[src/rtl/joy_serial_decoder.sv]
// Serial joystick decoder for 74HC165-style adapter chains: drives load/shift clock, deserialises one frame per period.
// Build option JOYDEC_DEBOUNCE_EN: publish a frame only after two consecutive identical completed frames.
module joy_serial_decoder #(
  parameter int NUM_JOYS        = 2,
  parameter int BITS_PER_JOY    = 8,
  parameter int CLK_DIV         = 16,
  parameter int GAP_TICKS       = 1,
  parameter int ACTIVE_HIGH_OUT = 0
) (
  input  logic                             clk_i,
  input  logic                             rst_i,
  input  logic                             joy_data_i,
  output logic                             joy_clk_o,
  output logic                             joy_load_o,
  output logic [NUM_JOYS*BITS_PER_JOY-1:0] joys_o,
  output logic                             frame_o,
  output logic                             changed_o
);

  localparam int T  = NUM_JOYS * BITS_PER_JOY;
  localparam int DW = $clog2(CLK_DIV);
  localparam int CW = $clog2(T + GAP_TICKS + 1);

  localparam logic [T-1:0]  IDLE_VAL   = {T{1'(ACTIVE_HIGH_OUT == 0)}};
  localparam logic [DW-1:0] DIV_LAST   = DW'(CLK_DIV - 1);
  localparam logic [DW-1:0] DIV_SAMPLE = DW'(CLK_DIV / 2 - 1);
  localparam logic [DW-1:0] DIV_HALF   = DW'(CLK_DIV / 2);
  localparam logic [CW-1:0] BIT_LAST   = CW'(T - 1);
  localparam logic [CW-1:0] GAP_LAST   = CW'(GAP_TICKS - 1);

  typedef enum logic [1:0] {
    S_IDLE,
    S_LOAD,
    S_SHIFT,
    S_GAP
  } state_t;

  state_t        r_state;
  state_t        w_state_nxt;
  logic [DW-1:0] r_div;
  logic [DW-1:0] w_div_nxt;
  logic [CW-1:0] r_cnt;
  logic [CW-1:0] w_cnt_nxt;
  logic          w_tick;

  logic          r_sync1;
  logic          r_sync2;
  logic [T-2:0]  r_shift;
  logic [T-1:0]  w_shift_nxt;
  logic          w_sample;
  logic          w_last;
  logic          w_update;
  logic [T-1:0]  w_raw;
  logic [T-1:0]  w_new;

  logic          r_joy_clk;
  logic          r_joy_load;
  logic [T-1:0]  r_joys;
  logic          r_frame;
  logic          r_changed;

  assign w_tick    = (r_div == DIV_LAST);
  assign w_div_nxt = w_tick ? '0 : r_div + DW'(1);

  // Adapter data is asynchronous to clk_i.
  always_ff @(posedge clk_i) begin
    if (rst_i) begin
      r_sync1 <= 1'b1;
      r_sync2 <= 1'b1;
    end else begin
      r_sync1 <= joy_data_i;
      r_sync2 <= r_sync1;
    end
  end

  always_ff @(posedge clk_i) begin
    if (rst_i) begin
      r_state <= S_IDLE;
      r_div   <= '0;
      r_cnt   <= '0;
    end else begin
      r_state <= w_state_nxt;
      r_div   <= w_div_nxt;
      r_cnt   <= w_cnt_nxt;
    end
  end

  always_comb begin
    w_state_nxt = r_state;
    w_cnt_nxt   = r_cnt;
    if (w_tick) begin
      case (r_state)
        S_IDLE: w_state_nxt = S_LOAD;
        S_LOAD: begin
          w_state_nxt = S_SHIFT;
          w_cnt_nxt   = '0;
        end
        S_SHIFT: begin
          if (r_cnt == BIT_LAST) begin
            w_state_nxt = S_GAP;
            w_cnt_nxt   = '0;
          end else begin
            w_cnt_nxt = r_cnt + CW'(1);
          end
        end
        S_GAP: begin
          if (r_cnt == GAP_LAST) begin
            w_state_nxt = S_LOAD;
          end else begin
            w_cnt_nxt = r_cnt + CW'(1);
          end
        end
        default: w_state_nxt = S_IDLE;
      endcase
    end
  end

  // Sample just before the rising shift clock so the adapter output has settled for half a period.
  assign w_sample    = (r_state == S_SHIFT) && (r_div == DIV_SAMPLE);
  assign w_last      = w_sample && (r_cnt == BIT_LAST);
  assign w_shift_nxt = {r_shift, r_sync2};

  // Serial bit k lands in joystick k/BITS_PER_JOY, MSB first.
  always_comb begin
    w_raw = '0;
    for (int k = 0; k < T; k++) begin
      w_raw[(k / BITS_PER_JOY) * BITS_PER_JOY + (BITS_PER_JOY - 1 - (k % BITS_PER_JOY))] = w_shift_nxt[T-1-k];
    end
  end

  assign w_new = w_raw ^ ~IDLE_VAL;

`ifdef JOYDEC_DEBOUNCE_EN
  logic [T-1:0] r_prev;

  always_ff @(posedge clk_i) begin
    if (rst_i) begin
      r_prev <= IDLE_VAL;
    end else if (w_last) begin
      r_prev <= w_new;
    end
  end

  assign w_update = w_last && (w_new == r_prev);
`else
  assign w_update = w_last;
`endif

  always_ff @(posedge clk_i) begin
    if (rst_i) begin
      r_shift    <= '1;
      r_joy_load <= 1'b1;
      r_joy_clk  <= 1'b0;
      r_joys     <= IDLE_VAL;
      r_frame    <= 1'b0;
      r_changed  <= 1'b0;
    end else begin
      if (w_sample) begin
        r_shift <= w_shift_nxt[T-2:0];
      end
      // Pins are computed from next state so they line up exactly with the FSM state.
      r_joy_load <= (w_state_nxt != S_LOAD);
      r_joy_clk  <= (w_state_nxt == S_SHIFT) && (w_div_nxt >= DIV_HALF);
      r_frame    <= w_last;
      r_changed  <= w_update && (w_new != r_joys);
      if (w_update) begin
        r_joys <= w_new;
      end
    end
  end

  assign joy_clk_o  = r_joy_clk;
  assign joy_load_o = r_joy_load;
  assign joys_o     = r_joys;
  assign frame_o    = r_frame;
  assign changed_o  = r_changed;

endmodule

[config.mk]
export PLATFORM = sky130hd
export DESIGN_NAME = joy_serial_decoder
export DESIGN_NICKNAME = d
export VERILOG_FILES = /design/src/rtl/joy_serial_decoder.sv
export SDC_FILE = /design/constraint.sdc
export NUM_CORES = 1
export LEC_CHECK = 0
export BUFFER_PORTS_ARGS = -buffer_cell sky130_fd_sc_hd__buf_2
export CAP_MARGIN = 10
export CORE_UTILIZATION = 45
export DETAILED_ROUTE_END_ITERATION = 10
export PLACE_DENSITY_LB_ADDON = 0.3
export RECOVER_POWER = 25
export SLEW_MARGIN = 0
export SYNTH_ARGS = -nofsm -noshare
export SYNTH_HDL_FRONTEND = slang
export SYNTH_SLANG_ARGS = --single-unit
[constraint.sdc]
create_clock -name clk_i -period 4.65 [get_ports clk_i]
set_input_delay 0.93 -clock clk_i [delete_from_list [all_inputs] [get_ports clk_i]]
set_output_delay 0.93 -clock clk_i [all_outputs]
set_load 0.01 [all_outputs]
* Word level (Yosys, flattened, before mapping)
Cells that the tools add are included.
** Operators by class
- Add/sub/neg operators :: 2
- Order comparisons :: 1
- Equal/unequal tests :: 10
- Mux-type cells :: 8
- Reduce and logical (&&, ||, !) cells :: 8
** Operator list (count)
- != test 16 bit :: 1
- case mux 5 bit (3 select lines) :: 1
- 2-to-1 mux 5 bit :: 2
- case mux 2 bit (4 select lines) :: 1
- == test 2 bit (second input constant) :: 3
- 2-to-1 mux 2 bit :: 3
- adder 5 x 1 -> 5 bit (second input constant) :: 1
- == test 5 x 4 -> 1 bit (second input constant) :: 1
- logical NOT 5 bit :: 1
- adder 4 x 1 -> 4 bit (second input constant) :: 1
- == test 4 x 3 -> 1 bit (second input constant) :: 1
- == test 4 bit (second input constant) :: 1
- greater-or-equal comparator 4 bit (second input constant) :: 1
- logical AND 1 bit :: 4
- 2-to-1 mux 4 bit :: 1
- AND reduction 3 bit :: 1
- nonzero test 3 bit :: 1
- == test 2 x 1 -> 1 bit (second input constant) :: 1
- logical NOT 2 bit :: 1
- != test 2 x 1 -> 1 bit (second input constant) :: 1
- != test 2 bit (second input constant) :: 1
** Storage, ports and cells
- Register bits :: 48
- Input port bits :: 3
- Output and inout bits :: 20
- Logic and storage cells :: 40

* Logic depth before layout (Yosys ltp)
Gate-level depths: netlist of the first run.
- Depth in word-level cells :: 6
- Depth in mapped cells :: 8

* Worst setup path after synthesis of the first run
No wires, ideal clock.
- Path type :: input port to flip-flop
- Start point :: input port rst_i
- End point :: register r_sync1
- Setup time :: 0.123 ns
- Arrival time :: 1.547 ns
- Data required time :: 4.527 ns
- Path slack :: 2.980 ns
- Stages on the path :: 3
- Cells stage by stage :: clkbuf_1 > clkbuf_1 > or2_2
** RTL lines
- from (decl) :: line 11 : input logic rst_i,
- to (signal assigned) :: line 71 : r_sync1 <= joy_data_i;
- to (decl) :: line 46 : logic r_sync1;
No word-level cell between the ends.

==> results.sh, run 1 <==
export IMPL_status="finished with violations"
export IMPL_failed_checks="max-capacitance violations, max-slew violations"
export IMPL_syn_inst=230
export IMPL_reg2reg_from="r_cnt[1]$_SDFFE_PP0P_"
export IMPL_drt_iter0_markers=138
export IMPL_p_per_area_mw_per_mm2=295
export IMPL_drcViolationCount=0
export IMPL_cts_buffers=5
export IMPL_cts_tree="yes"
export IMPL_cts_buffer_depth=2
export IMPL_core_area_sq_mm=0.00444
export IMPL_synth_area_sq_mm=0.00213
export IMPL_fin_worst_skew_ns=0.00946
export IMPL_gp_congestion=0.733
export IMPL_place_area_sq_mm=0.00220
export IMPL_cts_setup_buffers=0
export IMPL_path_max_fanout=44
export IMPL_fmax_mhz=396
export IMPL_synth_seq_cells=48
export IMPL_cts_resized=0
export IMPL_final_cells=297
export IMPL_firstDrtPassIters=6
export IMPL_placed_cells=289
export IMPL_fin_util_pct=51.3
export IMPL_criticalPathCategory="input pin to register"
export IMPL_hold_path_class="register to register"
export IMPL_ir_drop_mv=0.172
export IMPL_period_needed_ns=2.52
export IMPL_synthFlopType="dfxtp_1"
export IMPL_hpwl_um=2410
export IMPL_via_per_inst=5.21
export IMPL_worst_slew_pin_slew_ns=1.85
export IMPL_slowest_stage="clkbuf_1"
export IMPL_die_w_um=70.8
export IMPL_rsz0062_at_grt="false"
export IMPL_required_ns=4.82
export IMPL_pre_cts_ws_ns=2.39
export IMPL_clkLatencyLatePin_ns=0.30
export IMPL_grt_max_degree=45
export IMPL_crit_path_end_kind="register"
export IMPL_port_buffers=22
export IMPL_cts_clk_slew_worst_paths_ns=0.09
export IMPL_grt_overflow=0
export IMPL_postCtsHoldBufs=0
export IMPL_wl_um=3620
export IMPL_mappedNetlistNets=238
export IMPL_startpoint="rst_i"
export IMPL_fp_dieArea_sq_mm=0.00501
export IMPL_fp_row_count=24
export IMPL_p_leak_nw=1.08
export IMPL_slew_viol_final=45
export IMPL_diodes=0
export IMPL_finalNetCount=252
export IMPL_start_util_pct=47.9
export IMPL_setup_ws_ns=2.13
export IMPL_final_common_cell="dfxtp_1"
export IMPL_cp_start_kind="input pin"
export IMPL_yosysSeqAreaShare_pct=45.1
export IMPL_synth_distinct_cells=37
export IMPL_cp_slowest_stage_delay_ns=1.30
export IMPL_area_growth_pct=6.93
export IMPL_design_area_sq_mm=0.00228
export IMPL_antenna_found_initial=0
export IMPL_yosysWarnings=0
export IMPL_postRouteAntennaNets=0
export IMPL_synth_edf_count=0
export IMPL_p_total_mw=0.673
export IMPL_layout_common_cells="dfxtp_1, nor2_1, a211o_1, inv_1, xnor2_1"
export IMPL_cts_htree_levels=2
export IMPL_finalSetupTns_ns=0
export IMPL_grt_pass1_wl_um=6270
export IMPL_drive_above_1_share_pct=11.0
export IMPL_maxCapViolCount=1
export IMPL_die_y_um=70.8
export IMPL_worstPathArrival_ns=2.70
export IMPL_finalHoldViolCount=0
export IMPL_min_from="r_sync1$_SDFF_PP1_"
export IMPL_via_count=1547
export IMPL_track_usage_pct=15.8
export IMPL_maxSlewHeadroom_pct=-23.2
export IMPL_timing_hold_ws_ns=0.423
export IMPL_cts_sinks=48
export IMPL_cts_root_buffer="clkbuf_8"
export IMPL_avgSynthCellArea_sq_um=9.26
export IMPL_ios=23
export IMPL_grt_pass1_vias=1353
export IMPL_path_cells="clkbuf_1 -> o21bai_1 -> nor2_1"
export IMPL_wl_per_cell_um=12.2
export IMPL_async_reset_ff_share_pct=0
export IMPL_fin_crit_sh_pct=54.3
export IMPL_setup_viol_count_final=0
layer usage:
metal	part of all wire, %	up-vias	track usage (%)
met2	42	21	22.3
li1	-	806	-
met5	0	-	0
met3	3.5	6	4.27
met4	1.5	0	5.33
met1	53	714	23.0
report_power, final:
| group | internal, mW | switching [mW] |
|---|---|---|
| Sequential | 0.414 | 0.00286 |
| Clock | 0.105 | 0.137 |
| Combinational | 0.00494 | 0.00975 |
synthesized netlist by cell type, drive strengths merged, types with 2 or more instances:
master	instances	area share (%)
a211o	31	13
a21oi	6	1.4
buf	6	1.5
clkbuf	8	1.9
dfxtp	48	45
ha	5	2.9
inv	21	3.7
nand2	2	0.35
nand2b	3	0.88
nand3	4	0.94
nand4	6	2.1
nor2	41	7.2
nor2b	3	0.88
nor3	3	0.70
o211ai	2	0.70
o21ai	5	1.7
or2	2	0.59
xnor2	19	7.8
worst max-delay path, delay by kind of cell:
kind / cells / cell delay (ns)
compound gates: 1 / 0.36
simple gates: 1 / 0.09
buf+inv: 1 / 1.30
registers in the layout, indices dropped and copies added, names as in the netlist:
register    cells
joys_o         16
r_shift        15
r_cnt           5
r_div           4
r_state         2
changed_o       1
frame_o         1
joy_clk_o       1
joy_load_o      1
r_sync1         1
r_sync2         1
path summary, 6_finish.rpt:
check                                               end  slack (ns)  cells after the start
worst max-delay path              r_cnt[1]$_SDFFE_PP0P_        2.13                      3
worst min-delay path                 r_sync2$_SDFF_PP1_        0.42                      1
worst max register to register  joys_o[15]$_SDFFE_PP1P_        2.39                      6
worst min register to register       r_sync2$_SDFF_PP1_        0.42                      1
cells by family (layout without fill, tap and decap cells):
kind of cell	count (synthesis)	count (layout)	synth area share [%]
flip-flops	48	48	45.1
buffers and inverters	36	51	8.63
multiplexers	1	1	0.470
AO/OA/AOI/OAI	49	49	18.4
XOR/XNOR	20	20	8.22
AND/OR/NAND/NOR	71	71	16.2
adder cells (fa/ha/maj)	5	5	2.94
final cells by class:
class                   instances  area [sq um]
fillers                       442          2170
multi-input cells             146           986
flip-flops and latches         48           961
repair buffers                 22           100
inverters                      21          78.8
clock buffers                   5          68.8
well taps                      52          65.1
clock inverters                 3          18.8
No activity file was read; power rests on OpenSTA's default activity.
==> inputs of run 2 (changes only) <==
--- a/config.mk
+++ b/config.mk
@@ -5,6 +5,7 @@
 export SDC_FILE = /design/constraint.sdc
 export NUM_CORES = 1
 export LEC_CHECK = 0
+export ABC_AREA = 1
 export BUFFER_PORTS_ARGS = -buffer_cell sky130_fd_sc_hd__buf_2
 export CAP_MARGIN = 10
 export CORE_UTILIZATION = 45
==> constraint.sdc (replaced) <==
create_clock -name clk_i -period 2.4 [get_ports clk_i]
set_input_delay 0.48 -clock clk_i [delete_from_list [all_inputs] [get_ports clk_i]]
set_output_delay 0.48 -clock clk_i [all_outputs]
set_load 0.01 [all_outputs]
==> run 2 against run 1 <==
Net effect:
- setup slack lost 1.7 ns
- sequential power grew 93%
- critical endpoint is now joys_o[4]$_SDFFE_PP1P_
- critical path type is now register to register
- routed wire length grew 8.3%
- non-clock buffer count grew 3
- global-route usage grew 1.5 points
- design area grew 0.22%
- the flow now finishes without violations
- largest cell class is now registers
- first-iteration DRC count shrank 28%
==> results.sh, run 2 <==
export IMPL_p_sw_share_pct=22.5
export IMPL_internal_power_mw=1.01
export IMPL_cp_start_kind="register"
export IMPL_final_cells=350
export IMPL_cts_buffers=5
export IMPL_crit_path_end_kind="register"
export IMPL_diodes=0
export IMPL_drive_above_1_share_pct=10.4
export IMPL_synth_most_common_cell="nand2_1"
export IMPL_postRouteAntennaNets=0
export IMPL_ios=23
export IMPL_p_switching_mw=0.293
export IMPL_reg2reg_from="r_cnt[0]$_SDFFE_PP0P_"
export IMPL_mappedNetlistNets=283
export IMPL_largest_reg_flops=16
export IMPL_finalSetupTns_ns=0
export IMPL_slowest_stage="nand2_1"
export IMPL_drcViolationCount=0
export IMPL_critical_path_depth=7
export IMPL_wirelength_met1_um=2020
export IMPL_cts_tree="yes"
export IMPL_cts_setup_buffers=0
export IMPL_yosysWarnings=0
export IMPL_worst_slew_pin_slew_ns=0.731
export IMPL_required_ns=2.57
export IMPL_p_leak_nw=1.18
export IMPL_cts_sinks=48
export IMPL_start_util_pct=47.3
export IMPL_antenna_found_initial=0
export IMPL_clkLatencyLatePin_ns=0.30
export IMPL_maxSlewHeadroom_pct=51.2
export IMPL_fin_crit_sh_pct=80.9
export IMPL_cts_resized=0
export IMPL_track_usage_pct=17.3
export IMPL_grt_overflow=0
export IMPL_rsz0062_at_grt="false"
export IMPL_netlist_area_leader_share_pct=46.3
export IMPL_drt_iter0_markers=100
export IMPL_clkPwrFrac_pct=36.3
export IMPL_die_w_um=69.9
export IMPL_p_per_area_mw_per_mm2=571
export IMPL_setup_viol_count_final=0
export IMPL_postCtsHoldBufs=0
export IMPL_port_buffers=22
export IMPL_cts_buffer_depth=2
export IMPL_syn_inst=275
export IMPL_cts_clk_slew_worst_paths_ns=0.09
export IMPL_grt_pass1_wl_um=6830
export IMPL_maxCapViolCount=0
export IMPL_cpLargestDelayFamily="simple AND/OR/NAND/NOR gates"
export IMPL_core_area_sq_mm=0.00438
export IMPL_async_reset_ff_share_pct=0
export IMPL_slew_viol_final=0
export IMPL_via_count=1698
export IMPL_fp_row_count=24
export IMPL_dr_max_layer_used="met4"
export IMPL_wl_per_cell_um=11.2
export IMPL_finalNetCount=305
export IMPL_gp_congestion=0.712
export IMPL_startpoint="r_cnt[0]$_SDFFE_PP0P_"
export IMPL_ys_top_cells_by_area="dfxtp_1, nand2_1, inv_1"
export IMPL_path_buf_inv=0
export IMPL_fp_dieArea_sq_mm=0.00488
export IMPL_final_common_cell="nand2_1"
export IMPL_cts_htree_levels=2
export IMPL_grt_max_degree=25
export IMPL_synth_area_sq_mm=0.00207
export IMPL_hpwl_um=2710
export IMPL_synth_seq_cells=48
export IMPL_worstPathArrival_ns=2.11
export IMPL_wl_met2_um=1750
export IMPL_placed_cells=342
export IMPL_synthFlopType="dfxtp_1"
export IMPL_ir_drop_mv=0.330
export IMPL_power_frac_comb_pct=2.0
export IMPL_fin_worst_skew_ns=0.00779
export IMPL_routed_wl_met3_um=97
export IMPL_min_delay_path_depth=2
export IMPL_firstDrtPassIters=4
export IMPL_via_per_inst=4.85
export IMPL_hold_path_class="input pin to register"
export IMPL_grt_pass1_vias=1585
export IMPL_min_from="joy_data_i"
export IMPL_area_growth_pct=10.1
export IMPL_path_cells="ha_1 -> nand2_1 -> nor2_1 -> ha_1 -> nand2_1 -> a21oi_1 -> o21ai_1"
export IMPL_fmax_mhz=515
export IMPL_period_needed_ns=1.94
export IMPL_layout_common_cells="nand2_1, dfxtp_1, inv_1, nor2_1"
export IMPL_path_max_fanout=21
export IMPL_cts_root_buffer="clkbuf_8"
export IMPL_avgSynthCellArea_sq_um=7.54
export IMPL_yosys_top_cells_count="nand2_1, dfxtp_1, inv_1"
export IMPL_p_total_mw=1.30
export IMPL_criticalPathCategory="register to register"
export IMPL_cp_slowest_stage_delay_ns=0.42
export IMPL_seqPwrFrac_pct=61.7
export IMPL_setup_ws_ns=0.459
export IMPL_wl_um=3920
export IMPL_yosysSeqAreaShare_pct=46.3
export IMPL_pre_cts_ws_ns=0.492
export IMPL_yosysTopAreaCell="dfxtp_1"
export IMPL_finalHoldViolCount=0
export IMPL_synth_edf_count=0
export IMPL_synth_distinct_cells=21
export IMPL_die_y_um=69.9
export IMPL_status="completed"
export IMPL_rr_worst_depth=7
run 2: cell types whose count changed in the layout (fill, tap and decap cells not counted), moves of 7 or more:
cell	change
nand2_1	+74
a211o_1	-31
nor2_1	-14
inv_1	+13
o211ai_1	+12
nand3_1	+10
xnor2_1	-9
o21ai_1	+8
a21oi_1	+7
run 2: layout make-up:
class	count	area, sq um
Inverter	34	128
Fill cell	430	2100
Timing Repair Buffer	25	116
Clock inverter	3	18.8
Multi-Input combinational cell	183	926
Clock buffer	5	68.8
Tap cell	52	65.1
Sequential cell	48	961
run 2: worst paths after layout:
path,endpoint,slack (ns)
worst max-delay path,joys_o[4]$_SDFFE_PP1P_,0.46
worst max register to register,joys_o[4]$_SDFFE_PP1P_,0.46
worst min register to register,r_sync2$_SDFF_PP1_,0.43
worst min-delay path,r_sync1$_SDFF_PP1_,0.36
run 2: metrics by stage:
stage	instance area (sq um)	utilization, %	hold WS, ns
after CTS	2300	52.5	0.355
final	2280	52.1	0.357
after detailed placement	2210	50.5	0.403
after global routing	2280	52.1	0.355
after global placement	2210	50.5	0.394
after floorplan	2070	-	0.389
run 2: worst reg2reg max path, cell delays in order (launching register included):
cell	delay (ns)
dfxtp_1	0.40
ha_1	0.19
nand2_1	0.07
nor2_1	0.16
ha_1	0.21
nand2_1	0.42
a21oi_1	0.28
o21ai_1	0.09
run 2: kinds of logic after synthesis:
| family | count (synthesis) | synth area share [%] |
|---|---|---|
| XOR/XNOR | 10 | 4.22 |
| buffers and inverters | 44 | 8.87 |
| AND/OR/NAND/NOR | 127 | 25.6 |
| adder cells (fa/ha/maj) | 5 | 3.02 |
| AO/OA/AOI/OAI | 41 | 11.9 |
| flip-flops | 48 | 46.3 |
run 2: power groups by stage:
stage	registers (mW)	logic (mW)	clock network, mW
detailed placement	0.824	0.0268	0
CTS	0.806	0.0270	0.484
global route	0.807	0.0295	0.512
finish	0.805	0.0256	0.474
global placement	0.824	0.0265	0
floorplan	0.824	0.0185	0
run 2: per-layer routing:
layer	GRT usage [%]	vias up
li1	-	908
met1	23.5	759
met2	27.4	24
met3	3.46	7
met4	6.00	0
met5	0	-
==> inputs of run 3 (changes only) <==
==> constraint.sdc (replaced) <==
create_clock -name clk_i -period 1.8 [get_ports clk_i]
set_input_delay 0.36 -clock clk_i [delete_from_list [all_inputs] [get_ports clk_i]]
set_output_delay 0.36 -clock clk_i [all_outputs]
set_load 0.01 [all_outputs]
==> run 3 against run 2 <==
Net effect:
- sequential power grew 33%
- routed wire length shrank 0.36%
- critical path depth grew 1
- utilization grew 1.5 points
- critical path type unchanged
- largest cell class unchanged
==> results.sh, run 3 (synthesis results as in run 2) <==
export IMPL_finalHoldViolCount=0
export IMPL_ff2ff_setup_slack_ns=0.20
export IMPL_pre_cts_ws_ns=0.162
export IMPL_fin_worst_skew_ns=0.00895
export IMPL_cts_setup_buffers=0
export IMPL_worst_slew_pin_slew_ns=0.730
export IMPL_setup_ws_ns=0.196
export IMPL_cts_buffer_depth=2
export IMPL_largest_reg_flops=16
export IMPL_final_cells=353
export IMPL_timing_hold_ws_ns=0.249
export IMPL_fin_crit_sh_pct=89.1
export IMPL_cts_clk_slew_worst_paths_ns=0.08
export IMPL_setup_viol_count_final=0
export IMPL_postRouteAntennaNets=0
export IMPL_die_y_um=69.9
export IMPL_final_common_cell="nand2_1"
export IMPL_r2r_end="joys_o[14]$_SDFFE_PP1P_"
export IMPL_gp_congestion=0.785
export IMPL_fp_dieArea_sq_mm=0.00488
export IMPL_cp_start_kind="register"
export IMPL_min_delay_path_depth=2
export IMPL_via_per_inst=4.89
export IMPL_cts_tree="yes"
export IMPL_hpwl_um=2800
export IMPL_status="completed"
export IMPL_maxSlewHeadroom_pct=51.3
export IMPL_fmax_mhz=623
export IMPL_slew_viol_final=0
export IMPL_finalNetCount=310
export IMPL_antenna_found_initial=0
export IMPL_fill_cells=445
export IMPL_maxCapViolCount=0
export IMPL_firstDrtPassIters=4
export IMPL_reg2reg_from="r_cnt[0]$_SDFFE_PP0P_"
export IMPL_postCtsHoldBufs=0
export IMPL_port_buffers=22
export IMPL_layout_common_cells="nand2_1, dfxtp_1, inv_1, nor2_1"
export IMPL_min_from="joy_data_i"
export IMPL_ir_drop_mv=0.854
export IMPL_cts_buffers=5
export IMPL_cts_root_buffer="clkbuf_8"
export IMPL_rr_worst_depth=8
export IMPL_p_leak_nw=1.21
export IMPL_grt_pass1_vias=1546
export IMPL_core_area_sq_mm=0.00438
export IMPL_die_w_um=69.9
export IMPL_p_per_area_mw_per_mm2=781
export IMPL_ios=23
export IMPL_placed_cells=347
export IMPL_hold_path_class="input pin to register"
export IMPL_start_util_pct=47.3
export IMPL_finalSetupTns_ns=0
export IMPL_grt_pass1_wl_um=6730
export IMPL_criticalPathCategory="register to register"
export IMPL_rsz0062_at_grt="false"
export IMPL_wl_per_cell_um=11.1
export IMPL_required_ns=1.99
export IMPL_drt_iter0_markers=113
export IMPL_via_count=1727
export IMPL_grt_max_degree=25
export IMPL_period_needed_ns=1.60
export IMPL_grt_overflow=0
export IMPL_drive_above_1_share_pct=11.6
export IMPL_fin_util_pct=53.6
export IMPL_cts_sinks=48
export IMPL_wl_um=3910
export IMPL_area_growth_pct=13.3
export IMPL_drcViolationCount=0
export IMPL_path_max_fanout=14
export IMPL_diodes=0
export IMPL_track_usage_pct=16.9
export IMPL_clkLatencyLatePin_ns=0.29
export IMPL_worstHoldEndpoint="r_sync1$_SDFF_PP1_"
export IMPL_fp_row_count=24
export IMPL_cts_resized=0
export IMPL_worstPathArrival_ns=1.79
export IMPL_crit_path_end_kind="register"
export IMPL_cts_htree_levels=2
run 3: cell count changes in the layout (fill, tap and decap cells not counted), sizes merged:
cell / change
bufinv: +1
clkinv: -3
clkbuf: +1
buf: +4
run 3: how the worst max path moves through the flow:
stage	slack, ns	endpoint	cells after the start	startpoint
final	0.20	joys_o[14]$_SDFFE_PP1P_	8	r_cnt[0]$_SDFFE_PP0P_
after global routing	0.03	joys_o[2]$_SDFFE_PP1P_	7	r_div[0]$_SDFF_PP0_
after CTS	0.15	joy_load_o$_SDFF_PP1_	9	r_cnt[0]$_SDFFE_PP0P_
after detailed placement	0.16	joys_o[14]$_SDFFE_PP1P_	8	r_cnt[0]$_SDFFE_PP0P_
after global placement	0.18	joy_load_o$_SDFF_PP1_	9	r_cnt[0]$_SDFFE_PP0P_
after floorplan	0.33	joys_o[10]$_SDFFE_PP1P_	7	r_cnt[0]$_SDFFE_PP0P_
run 3: where the power goes:
| group | internal, mW | switching [mW] | leakage [nW] |
|---|---|---|---|
| Sequential | 1.07 | 0.00573 | 0.389 |
| Clock | 0.399 | 0.323 | 0.0501 |
| Combinational | 0.0137 | 0.0261 | 0.771 |
| Total | 1.48 | 0.355 | 1.21 |
run 3: worst max-delay path, stage by stage, from the launching register on:
cell,delay (ns)
dfxtp_1,0.40
ha_1,0.19
nand2_1,0.08
nor2_2,0.12
ha_2,0.21
nand2_1,0.07
buf_4,0.20
a21oi_1,0.14
o21ai_1,0.08
run 3: final cells by class:
class                           instances  area [sq um]  area share, %
Sequential cell                        48           961           40.9
Multi-Input combinational cell        183           933           39.7
Timing Repair Buffer                   30           164           6.98
Inverter                               34           128           5.43
Clock buffer                            5          68.8           2.93
Tap cell                               52          65.1           2.77
Clock inverter                          1          30.0           1.28
run 3: through the flow:
stage | total power [mW] | area (sq um)
floorplan | 1.12 | 2070
global placement | 1.14 | 2260
detailed placement | 1.14 | 2260
CTS | 1.86 | 2360
global route | 1.90 | 2350
finish | 1.84 | 2350
run 3: layer usage:
layer / track usage (%) / routed length [um]
met1: 23.5 / 1940
met3: 3.61 / 248
met2: 26.2 / 1670
met5: 0 / 0
met4: 5.33 / 48
